`config.mk`:
```
export PLATFORM = sky130hd
export DESIGN_NAME = y_alu
export DESIGN_NICKNAME = d
export VERILOG_FILES = /design/src/rtl/y_alu.sv
export SDC_FILE = /design/constraint.sdc
export NUM_CORES = 1
export LEC_CHECK = 0
export CORE_AREA = 4 4 94 96
export DETAILED_ROUTE_END_ITERATION = 8
export DIE_AREA = 0 0 98 100
export GPL_TIMING_DRIVEN = 0
export HOLD_SLACK_MARGIN = 0.03
export PLACE_DENSITY = 0.89
export SETUP_SLACK_MARGIN = 0.2
export SLEW_MARGIN = 25
export SYNTH_ARGS = -nofsm -noshare
export SYNTH_HDL_FRONTEND = slang
export SYNTH_SLANG_ARGS = --single-unit
```
`constraint.sdc`:
```
create_clock -name clk -period 1.5 [get_ports clk]
set_input_delay 0.225 -clock clk [delete_from_list [all_inputs] [get_ports clk]]
set_output_delay 0.225 -clock clk [all_outputs]
set_load 0.005 [all_outputs]
```
`src/rtl/y_alu.sv`:
```
// Registered WIDTH-bit ALU (AND/OR/ADD/SUB/SLT) with zero flag, one-cycle latency.
// Optional registered overflow output is enabled by defining YALU_OVF_EN.
module y_alu #(
  parameter int unsigned WIDTH = 32
) (
  input  logic             clk,
  input  logic             rst_n,
  input  logic             in_valid,
  input  logic [WIDTH-1:0] a,
  input  logic [WIDTH-1:0] b,
  input  logic [2:0]       op,
  output logic [WIDTH-1:0] z,
  output logic             ex,
`ifdef YALU_OVF_EN
  output logic             ovf,
`endif
  output logic             out_valid
);

  localparam logic [2:0] OP_AND = 3'b000;
  localparam logic [2:0] OP_OR  = 3'b001;
  localparam logic [2:0] OP_ADD = 3'b010;
  localparam logic [2:0] OP_SUB = 3'b110;
  localparam logic [2:0] OP_SLT = 3'b111;

  logic [WIDTH-1:0] b_eff;
  logic [WIDTH-1:0] sum;
  logic             add_ovf;
  logic             lt;
  logic [WIDTH-1:0] result;
  logic             result_ovf;

  // One shared adder: op[2] selects subtract via inverted b and carry-in of 1.
  always_comb begin
    b_eff   = op[2] ? ~b : b;
    sum     = a + b_eff + WIDTH'(op[2]);
    add_ovf = (a[WIDTH-1] == b_eff[WIDTH-1]) && (sum[WIDTH-1] != a[WIDTH-1]);
    lt      = sum[WIDTH-1] ^ add_ovf;
  end

  always_comb begin
    result     = '0;
    result_ovf = 1'b0;
    case (op)
      OP_AND: result = a & b;
      OP_OR:  result = a | b;
      OP_ADD: begin
        result     = sum;
        result_ovf = add_ovf;
      end
      OP_SUB: begin
        result     = sum;
        result_ovf = add_ovf;
      end
      OP_SLT: result = {{(WIDTH-1){1'b0}}, lt};
      default: result = '0;
    endcase
  end

  always_ff @(posedge clk or negedge rst_n) begin
    if (!rst_n) begin
      z         <= '0;
      ex        <= 1'b0;
      out_valid <= 1'b0;
    end else if (in_valid) begin
      z         <= result;
      ex        <= (result == '0);
      out_valid <= 1'b1;
    end else begin
      out_valid <= 1'b0;
    end
  end

`ifdef YALU_OVF_EN
  always_ff @(posedge clk or negedge rst_n) begin
    if (!rst_n) begin
      ovf <= 1'b0;
    end else if (in_valid) begin
      ovf <= result_ovf;
    end
  end
`else
  logic unused_ovf;
  assign unused_ovf = result_ovf;
`endif

endmodule

```
==> impl_results.md <==
* RSZ-0062 raised after global routing: yes
* Fillers at 234
* Highest clock rate at 0.2473 GHz
* Yosys top cell area share at 19.85%
* Startpoint types: input port
* Failing checks: setup timing
* Total track usage at 37.80%
* Full die area at 0.009800 mm^2
* # port buffers at 101
* Post-DR vias/cell at 7.782
* CP Class: in2reg
* Crit Path Max Fanout at 7
* Clock sinks at 34
* Worst-path clk slew at 0.09 ns
* Clk buf depth at 2
* Synth-to-layout area growth at 74.01%
* Core footprint at 0.008051 mm^2
* Worst-margin pin slew at 0.8855 ns
* CP most frequent cell: nand4_1
* First-pass GRT wire length at 29440 um
* Max_slew headroom at 40.47%
* Routed WL per cell at 32.12 um
* Gate power share at 69.2%
* Slowest CP cell: nor4_2
* Final nets at 834
* Hold slack at 0.4261 ns
* DP Cell Count at 740
* Final Core Density at 92.62%
* Sequential share of power at 18.4%
* Tmin final at 4.043 ns
* Layout cell share with drive strength beyond 1 at 40.55%
* I/O pin cnt at 104
* TNS Setup at -37.42 ns
* Pins over their slew limit at 0
* Total number of vias at 6506
* GPL Wtd Cong at 0.9555
* Syn nets at 639
* Vias in the first global route at 5681
* P_int at 3.298 mW
* Async SR Flop Fraction at 100.0%
* TritonCTS Buffers at 5
* Status: complete, but fails checks
* Placed Area at 0.005595 mm^2
* Post-Syn Area at 0.004285 mm^2
* Final setup vio count at 33
* Final Skew at 0 ns
* Die Y at 100 um
* Fin area at 0.007457 mm^2
* Synth cell types at 67
* Sw Ratio at 46.94%
* Synth area leaders: dfrtp_1, ha_1, xor2_1, maj3_1, a21oi_1
* Total power at 6.216 mW
* Top_reg_cell synth: dfrtp_1
* Largest net degree at the start of global routing at 35
* Critical Path RT at 1.74 ns
* Post-synth EDFFs at 0
* CTS tree: yes
* CP Capture Type: register
* Post-synthesis register bit count at 34
* Standard-cell rows at 33
* Initial antenna violation count at 0
* CTS H-Tree Depth at 2
* HP Class: in2reg
* Clock power share at 12.4%
* Pre-CTS setup slack at -2.357 ns
* Clk_lat worst skew at 0.30 ns
* Total of max-cap violations at 0
* WP buf/inv at 4
* P per Cell Area at 833.5 mW/mm^2
* Synth warnings at 0
* Chip width at 98 um
* Syn Area/Cell at 8.025 um^2
* Setup ws final at -2.543 ns
* Final period util at 269.6%
* Antenna viol nets, final at 0
* DRT Pass-1 Iters at 9
* Post-Synthesis Cells at 534
* Finished Layout Cells at 836
* Worst path cell trace: buf_12, buf_12, xor2_4, buf_6, buf_6, ha_4, nand4_1, o221ai_4, a31oi_1, xnor2_1, a22oi_2, nand4_1, nor4_2, nand4_1, nor4_2, a41o_1
* Yosys top cell by area: dfrtp_1
* LEAKAGE at 3.124 nW
* HPWL after detailed placement at 11540 um
* Starting Density at 53.22%
* Sequential share of the synthesized area at 19.85%
* Final Hold Viols at 0
* First DRT Iteration DRCs at 1474
* WL final at 26850 um
* Arrival time of the worst setup path at 4.28 ns
* CP peak stage delay at 0.80 ns
* Root buffer cell: clkbuf_8
* GR Overflow Total at 0
* Psw at 2.918 mW
* Maximum vdd drop at 473.4 uV
* DRC violations left at 0
* CP delay by family, top: simple AND/OR/NAND/NOR gates
-- layout make-up --
| type | count | area (um^2) | share of cell area, % |
|---|---|---|---|
| well taps | 105 | 131.4 | 1.762 |
| diodes | 1 | 2.502 | 0.03356 |
| flip-flops and latches | 34 | 850.8 | 11.41 |
| inverters | 6 | 22.52 | 0.3020 |
| clock buffers | 6 | 82.58 | 1.107 |
| multi-input cells | 459 | 4358 | 58.44 |
| plain buffers | 35 | 319.1 | 4.279 |
| repair buffers | 188 | 1678 | 22.50 |
| clock inverters | 2 | 12.51 | 0.1678 |
-- Yosys cell counts (3+ instances only) --
library cell,instances
nor2_1,47
maj3_1,31
a211oi_1,5
nand2b_1,4
nand2_1,46
a211o_1,4
nand3b_1,3
a32oi_1,4
buf_1,9
buf_2,5
clkbuf_1,18
and4_1,5
nand3_1,8
ha_1,34
a21oi_1,50
xor2_1,41
a221oi_1,4
o21ai_0,18
a31oi_1,12
a22oi_1,13
o21a_1,5
xnor2_1,12
dfrtp_1,34
buf_6,3
nor3_1,8
or3_1,6
a21o_1,16
nand4_1,18
and2_1,3
a21oi_2,3
inv_1,6
and3_1,8
nor2b_1,3
o21ai_1,6
-- flip-flops by register name, summed over array words and instances, names as in the netlist --
signal,cells
ex,1
out_valid,1
z,32
-- per-layer routing --
metal  vias to the layer above  global-route usage, %  share of wire [%]
met5                         -                      0                  0
met4                         0                  24.28                 12
met3                       367                  8.687                 16
met2                       871                  64.08                 40
met1                      2884                  42.91                 31
li1                       2384                      -                  -
-- power groups by stage --
stage,Combinational (mW),Clock [mW],Sequential (mW)
after floorplan,1.60,0,1.13
after global placement,2.43,0,1.13
after detailed placement,2.49,0,1.13
after CTS,3.16,0.699,1.11
after global routing,4.37,0.795,1.14
final,4.30,0.773,1.14
-- layout by cell type, fill, tap and decap left out, drive strengths merged, types with 24 or more instances in the layout --
cell type      Yosys  final
nor2              47     47
nand2             46     46
xor2              41     41
dfrtp             34     34
ha                34     34
maj3              31     31
buf               17    105
dlygate4sd2        0     58
a21oi             53     53
clkdlybuf4s50      0     33
clkbuf            18     24
o21ai             24     24
-- tightest hold or removal path: cells and delay by family --
family	cells	cell delay, ns
AOI/OAI and AO/OA	1	0.12
and+or+nand+nor	2	0.25
buffers and inverters	1	0.10
-- final timing paths --
kind                       start   endpoint  slack [ns]  cells past startpoint
setup / recovery           op[2]         ex       -2.54                     16
hold / removal             op[2]       z[2]        0.43                      4
setup reg to reg            z[9]       z[9]        0.26                      2
hold reg to reg            z[12]      z[12]        0.57                      1
max in group asynchronous  rst_n  out_valid        0.38                      2
min in group asynchronous  rst_n      z[20]        0.63                      2
-- logic make-up (layout without fill, tap and decap cells) --
| family | after synthesis | in the layout | synth area share, % |
|---|---|---|---|
| compound gates | 169 | 169 | 26.86 |
| simple gates | 166 | 166 | 19.04 |
| fa+ha+maj | 66 | 66 | 17.64 |
| xor+xnor | 53 | 53 | 10.83 |
| buf+inv | 41 | 237 | 4.262 |
| flops | 34 | 34 | 19.85 |
| mux | 5 | 5 | 1.518 |
| other cells | 0 | 1 | 0 |
-- repair_timing --
action | in CTS | in global routing
gates cloned | 0 | 0
hold buffers | 1 | 0
pin swaps | 83 | 60
endpoints found under the setup margin | 67 | 33
endpoints found under the hold margin | 34 | 0
setup buffers | 60 | 26
gates resized for setup | 207 | 98
(Power assumes the default switching activity.)
